### src/rtl/sprite_rom_arbiter.sv
// Sprite mask ROM arbiter.
// Four sprite engines (player, ghost, dot, text overlay) share one mask ROM.
// A round-robin arbiter accepts one request at a time, issues a single ROM
// read, waits out the ROM latency and hands the captured row back to the
// requester that owns the access.
module sprite_rom_arbiter #(
    parameter int TILE_SIZE = 16,
    parameter int ROM_LAT   = 1
) (
    input  logic                 clk,
    input  logic                 rst_n,
    input  logic [3:0]           req,
    input  logic [15:0]          req_sprite,
    input  logic [15:0]          req_row,
    output logic [3:0]           gnt,
    output logic                 rom_en,
    output logic [7:0]           rom_addr,
    input  logic [TILE_SIZE-1:0] rom_data,
    output logic [3:0]           rsp_valid,
    output logic [TILE_SIZE-1:0] rsp_data,
    output logic                 busy
);

    // WAIT lasts ROM_LAT cycles, so the down-counter starts at ROM_LAT-1 and
    // the access completes on the edge where it reads zero (ROM_LAT <= 4).
    localparam logic [1:0] CNT_LOAD = 2'(ROM_LAT - 1);

    typedef enum logic [1:0] {
        IDLE  = 2'd0,
        ISSUE = 2'd1,
        WAIT  = 2'd2,
        RESP  = 2'd3
    } state_t;

    state_t     state;
    state_t     state_nxt;

    logic [1:0] ptr;        // requester with highest priority next round
    logic [1:0] winner;     // owner of the access in flight
    logic [1:0] cnt;        // remaining WAIT cycles minus one
    logic [1:0] pick;       // combinational arbitration result
    logic       pick_vld;
    logic [1:0] idx;
    logic [3:0] winner_oh;

    // Round-robin search: first set req bit at or above ptr, wrapping mod 4.
    // Scanning offsets from high to low lets the smallest offset win last.
    always_comb begin
        pick     = ptr;
        pick_vld = 1'b0;
        idx      = ptr;
        for (int i = 3; i >= 0; i--) begin
            idx = ptr + 2'(i);
            if (req[idx]) begin
                pick     = idx;
                pick_vld = 1'b1;
            end
        end
    end

    // State register; reset aborts any access in flight.
    always_ff @(posedge clk or negedge rst_n) begin
        if (!rst_n) begin
            state <= IDLE;
        end else begin
            state <= state_nxt;
        end
    end

    // Next-state logic and Moore outputs decoded from the current state.
    always_comb begin
        state_nxt = state;
        gnt       = 4'd0;
        rom_en    = 1'b0;
        rsp_valid = 4'd0;
        busy      = 1'b1;
        winner_oh = 4'b0001 << winner;
        case (state)
            IDLE: begin
                busy = 1'b0;
                if (pick_vld) begin
                    state_nxt = ISSUE;
                end
            end
            ISSUE: begin
                gnt       = winner_oh;
                rom_en    = 1'b1;
                state_nxt = WAIT;
            end
            WAIT: begin
                if (cnt == 2'd0) begin
                    state_nxt = RESP;
                end
            end
            RESP: begin
                rsp_valid = winner_oh;
                state_nxt = IDLE;
            end
            default: begin
                state_nxt = IDLE;
            end
        endcase
    end

    // Access bookkeeping: latch the winner and its address when leaving IDLE,
    // count down the ROM latency, and capture the row on the last WAIT edge.
    // rom_addr only changes on a new grant so it holds between accesses.
    always_ff @(posedge clk or negedge rst_n) begin
        if (!rst_n) begin
            ptr      <= 2'd0;
            winner   <= 2'd0;
            rom_addr <= 8'd0;
            cnt      <= 2'd0;
            rsp_data <= '0;
        end else begin
            case (state)
                IDLE: begin
                    if (pick_vld) begin
                        winner   <= pick;
                        ptr      <= pick + 2'd1;
                        rom_addr <= {req_sprite[{pick, 2'b00} +: 4],
                                     req_row[{pick, 2'b00} +: 4]};
                    end
                end
                ISSUE: begin
                    cnt <= CNT_LOAD;
                end
                WAIT: begin
                    if (cnt == 2'd0) begin
                        rsp_data <= rom_data;
                    end else begin
                        cnt <= cnt - 2'd1;
                    end
                end
                default: begin
                end
            endcase
        end
    end

endmodule

### config.mk
export PLATFORM = sky130hd
export DESIGN_NAME = sprite_rom_arbiter
export DESIGN_NICKNAME = d
export VERILOG_FILES = /design/src/rtl/sprite_rom_arbiter.sv
export SDC_FILE = /design/constraint.sdc
export NUM_CORES = 1
export LEC_CHECK = 0
export CAP_MARGIN = 20
export CORE_ASPECT_RATIO = 0.8
export CORE_MARGIN = 1
export CORE_UTILIZATION = 36
export DETAILED_ROUTE_END_ITERATION = 7
export GPL_ROUTABILITY_DRIVEN = 0
export GPL_TIMING_DRIVEN = 0
export PLACE_DENSITY = 0.76
export SLEW_MARGIN = 20
export SYNTH_ARGS = -nofsm -noshare
export SYNTH_HDL_FRONTEND = slang
export SYNTH_SLANG_ARGS = --single-unit
### constraint.sdc
create_clock -name clk -period 1.74 [get_ports clk]
set_input_delay 0.348 -clock clk [delete_from_list [all_inputs] [get_ports clk]]
set_output_delay 0.348 -clock clk [all_outputs]
set_load 0.1 [all_outputs]
==> results.cfg, run 1 <==
[routing]
firstDrtPassIters = 4
ant_nets = 0
drt_iter0_drc = 56
postRouteWirelength_um = 4560
route.detailed.wl_per_inst_um = 14.1
drc_errors = 0
vias = 1636
vias_per_cell = 5.07

[floorplan]
die_h_um = 64.3
fp.dieW_um = 79.9
initial_core_util_pct = 37.8
io_pins = 88
fp-row-count = 22
core_area_um2 = 4620
die_area_um2 = 5140

[sta]
min_period_ns = 1.77
rsz0062_at_grt = true
fin_crit_sh_pct = 102
tightest_slew_ns = 0.711
hold_ws_ns = 0.121
setup_ws_ns = -0.0293
finClkSkew_ns = 0.00470
max_freq_mhz = 565
finalHoldViolCount = 0
slew_headroom_pct = 52.6
final_max_slew_viol_count = 0
finalSetupViolations = 1

[worst_setup_path]
required_ns = 1.89
cp.depth = 6
worst_path_dominant_cell_family = compound AO/OA/AOI/OAI gates
arrival_ns = 1.92
cp_common_cell = a211oi_1
reg2regPathDepth = 6
cpPeakStageDelay_ns = 0.47
startpoint_type = register
cp_num_buf_inv = 1
crit_path_top_delay_cell = dfrtp_2
crit_chain = or3_1 -> o21ai_2 -> o211ai_1 -> buf_4 -> a211oi_1 -> a211oi_1
crit_type = reg2reg
crit_path_end_kind = register
cp_max_fo = 8

[clock_tree]
numClockSinks = 32
clockBufferDepth = 2
clkTransAtPathRegs_ns = 0.06
root_buffer = clkbuf_8
holdBufCountCts = 0
cts_tree = done
clk_latency_ns = 0.27
htree_levels = 2
numCtsBuffers = 5

[final_layout]
final_cell_area_um2 = 3080
multi_input_area_um2 = 973
final_util_pct = 66.6
antenna_cells = 0
drive_gt1_share_pct = 37.6
final_common_cell = clkdlybuf4s50_1
syn_to_final_growth_pct = 76.2
fillers = 365
layout_common_cells = clkdlybuf4s50_1, dfrtp_1, clkdlybuf4s15_2
final_nets = 322
seqCellArea_um2 = 803

[yosys]
synth_xor_area_share_pct = 0.501
yosysSeqAreaShare_pct = 45.8
ys_ff_latch = 32
syn-mean-instance-area_um2 = 11.1
synthSimpleGateAreaFrac_pct = 10.5
ys_types = 33
syn_nets = 216
ys.flop_type = dfrtp_1
synth_compound_area_share_pct = 17.5
syn_area_um2 = 1750
ys_async_sr_fraction_pct = 100
synth.area.mux_share_pct = 16.2
synth_edf_count = 0
synthAdderAreaFrac_pct = 3.58
synth_top_family_by_area = compound AO/OA/AOI/OAI gates
yosysWarnings = 0
synthCells = 157

[run_status]
violations = negative setup slack
status = finished with violations

[hold_path]
hp-class = in2async

[global_routing]
overflow = 0
grt_pass1_vias = 1581
grt_pass1_wl_um = 7240
groute.usage.overall_pct = 18.5
antenna_found_initial = 0
grt_max_degree = 33

[job]
cap_violations = 0

[place]
port_buffers = 87
placed_area_um2 = 2740
dp_hpwl_um = 3290
-- registers in the layout, summed over array words and instances, names as in the netlist --
register,count
cnt,2
rom_addr,8
state,2
ptr,2
rsp_data,16
winner,2
-- routing by layer --
layer	global-route usage [%]	vias to the layer above	wire length (um)	share of wire (%)
li1	-	781	-	-
met4	4.91	0	34	0.74
met2	30.0	67	2250	49
met5	0	-	0	0
met1	22.8	784	1950	43
met3	7.00	4	327	7.2
-- worst reg2reg max path: stages, from the launching register on --
cell and delay (ns):
dfrtp_2 0.47, or3_1 0.42, o21ai_2 0.09, o211ai_1 0.10, buf_4 0.20, a211oi_1 0.29
a211oi_1 0.09
-- layout make-up --
| type | instances | area share, % |
|---|---|---|
| timing repair buffer | 100 | 33.8 |
| clock buffer | 6 | 2.36 |
| multi-input combinational | 106 | 31.6 |
| clock inverter | 1 | 0.163 |
| tap | 60 | 2.44 |
| inverter | 14 | 1.83 |
| sequential | 32 | 26.1 |
| buffer | 4 | 1.71 |
-- kinds of logic after synthesis --
family | count (synthesis)
buf+inv | 19
xor+xnor | 1
compound gates | 41
simple gates | 33
flops | 32
mux | 26
fa+ha+maj | 5
-- cells in the mapped netlist, types with 2 or more instances --
cell,n,area (um2)
a211oi_1,16,120
and3b_1,4,35.0
nor3b_1,2,15.0
nor2_1,12,45.0
mux2_2,11,124
nor2b_1,2,12.5
clkbuf_1,2,7.51
o21ai_0,4,20.0
o21ai_4,2,32.5
buf_12,2,40.0
mux2i_1,8,80.1
inv_1,14,52.6
and3_1,2,12.5
mux2_1,7,78.8
dfrtp_1,32,801
o21ai_1,3,15.0
nand2_1,5,18.8
a31oi_1,8,50.1
a21oi_1,2,10.0
a21boi_1,2,15.0
ha_1,5,62.6
-- metrics by stage --
step / worst slack (ns) / cells / TNS [ns]
global route: -0.0728 / 323 / -0.254
CTS: -0.00899 / 316 / -0.0101
floorplan: -0.363 / 157 / -4.45
global placement: -0.627 / 304 / -26.94
detailed placement: -0.742 / 304 / -18.80
finish: -0.0293 / 323 / -0.0293
-- worst paths after layout --
path,start,endpoint,slack [ns]
min in group clk,rsp_data[12]$_DFFE_PN0P_,rsp_data[12]$_DFFE_PN0P_,0.49
min reg2reg,rsp_data[12]$_DFFE_PN0P_,rsp_data[12]$_DFFE_PN0P_,0.49
max reg2reg,ptr[1]$_DFFE_PN0P_,rom_addr[2]$_DFFE_PN0P_,-0.03
max,ptr[1]$_DFFE_PN0P_,rom_addr[2]$_DFFE_PN0P_,-0.03
max in group asynchronous,rst_n,state[0]$_DFFE_PN0P_,1.11
min,rst_n,rsp_data[13]$_DFFE_PN0P_,0.12
-- what timing repair did --
item                       in CTS  in global routing
buffers inserted                6                  7
setup endpoints to repair      57                 15
gates resized for setup       174                  7
pin swaps                       4                  2
Power of run 1 is not shown: default switching activity piles up to over one toggle a cycle in this logic, so the estimate is an artifact.
==> run 2: changes to the inputs <==
SKIP_CTS_REPAIR_TIMING = 1   (was not set)
==> run 2 against run 1 <==
The flow now finishes without violations. Critical path type is now reg2out. Routed wire length decreased by 1.6%. Critical path depth decreased by 3. Via count decreased by 1.4%. Cell area decreased by 4.8%. Highest routed layer unchanged. Setup slack improved by 0.036 ns.
==> results.cfg, run 2 (synthesized netlist as in run 1, its figures left out) <==
[run_status]
status = complete, no violations

[final_layout]
multi_input_area_um2 = 986
final_common_cell = clkdlybuf4s50_1
syn_to_final_growth_pct = 67.6
largest-register = rsp_data
layout_common_cells = clkdlybuf4s50_1, dfrtp_1, clkbuf_2
seqCellArea_um2 = 803
fillers = 385
drive_gt1_share_pct = 38.5
antenna_cells = 0
largest_reg_flops = 16
final_nets = 321
fin_cells = 322
reg.largest.list = rsp_data x16, rom_addr x8

[clock_tree]
htree_levels = 2
clkTransAtPathRegs_ns = 0.06
root_buffer = clkbuf_8
clockBufferDepth = 2
clk_latency_ns = 0.28
numCtsBuffers = 5
cts_tree = done
numClockSinks = 32

[floorplan]
fp-row-count = 22
die_area_um2 = 5140
initial_core_util_pct = 37.8
io_pins = 88
die_h_um = 64.3
core_area_um2 = 4620
fp.dieW_um = 79.9

[global_routing]
overflow = 0
grt_pass1_vias = 1511
grt_max_degree = 33
antenna_found_initial = 0
groute.usage.overall_pct = 17.6
grt_pass1_wl_um = 6870

[worst_setup_path]
crit_type = reg2out
crit_path_end_kind = output pin
required_ns = 1.39
r2r_slack_ns = 0.04
arrival_ns = 1.39
startpoint = state[1]$_DFFE_PN0P_
reg2regPathDepth = 6
worstReg2RegStart = ptr[1]$_DFFE_PN0P_
startpoint_type = register
setup.worst_path.end = rom_en
cp_max_fo = 6
r2r-end = rom_addr[2]$_DFFE_PN0P_

[sta]
slew_headroom_pct = 52.6
tightest_slew_ns = 0.711
finalHoldViolCount = 0
fin_crit_sh_pct = 99.6
min_period_ns = 1.73
max_freq_mhz = 577
final_max_slew_viol_count = 0
setup_ws_ns = 0.00686
finalSetupViolations = 0
rsz0062_at_grt = true
hold_ws_ns = 0.122
finClkSkew_ns = 0.00578

[routing]
route.detailed.wl_per_inst_um = 13.9
vias_per_cell = 5.01
vias = 1613
firstDrtPassIters = 4
drc_errors = 0
postRouteWirelength_um = 4490
drt_iter0_drc = 92
ant_nets = 0

[place]
dp_hpwl_um = 3290
place_ws_ns = -0.742
post-place-cells = 304
port_buffers = 87

[hold_path]
hp-class = in2async

[job]
cap_violations = 0
==> run 2: changes by cell type in the layout (fill, tap and decap cells not counted), sizes merged <==
cell,before,now
dlymetal6s2s,0,3
clkbuf,8,32
dlygate4sd2,3,0
clkdlybuf4s15,25,0
==> run 2: critical path: stages (launching register included) <==
cell and delay (ns):
dfrtp_1 0.41, inv_2 0.12, ha_4 0.16, buf_2 0.42
==> run 2: worst min-delay path by stage <==
stage                       startpoint                  endpoint  slack [ns]  depth (start not counted)
floorplan                        rst_n        cnt[0]$_DFFE_PN0P_        0.05                          0
global placement    cnt[1]$_DFFE_PN0P_        cnt[1]$_DFFE_PN0P_        0.48                          2
detailed placement               rst_n  rsp_data[13]$_DFFE_PN0P_        0.43                          1
CTS                              rst_n  rsp_data[13]$_DFFE_PN0P_        0.13                          1
global route                     rst_n  rsp_data[13]$_DFFE_PN0P_        0.17                          1
finish                           rst_n  rsp_data[13]$_DFFE_PN0P_        0.12                          1
==> run 2: layout make-up <==
cell class | count | area share, %
multi-input cells | 106 | 33.6
repair buffers | 99 | 30.0
flip-flops and latches | 32 | 27.4
well taps | 60 | 2.56
clock buffers | 6 | 2.48
inverters | 14 | 1.92
plain buffers | 4 | 1.79
clock inverters | 1 | 0.171
==> run 2: through the flow <==
stage	TNS, ns	instance area, um2	util (%)
2_1_floorplan	-4.45	1800	-
3_3_place_gp	-26.94	2750	59.4
3_5_place_dp	-18.80	2740	59.3
4_1_cts	-25.38	2820	61.0
5_1_grt	-0.139	2930	63.4
6_report	0	2930	63.4
==> run 2: routing by layer <==
layer	up-vias	share of wire [%]	routed length, um	GRT usage, %
li1	777	-	-	-
met1	772	44	1970	21.3
met2	61	50	2240	29.0
met3	3	5.8	259	7.00
met4	0	0.27	12	4.91
met5	-	0	0	0
Power of run 2 is left out for the same reason.
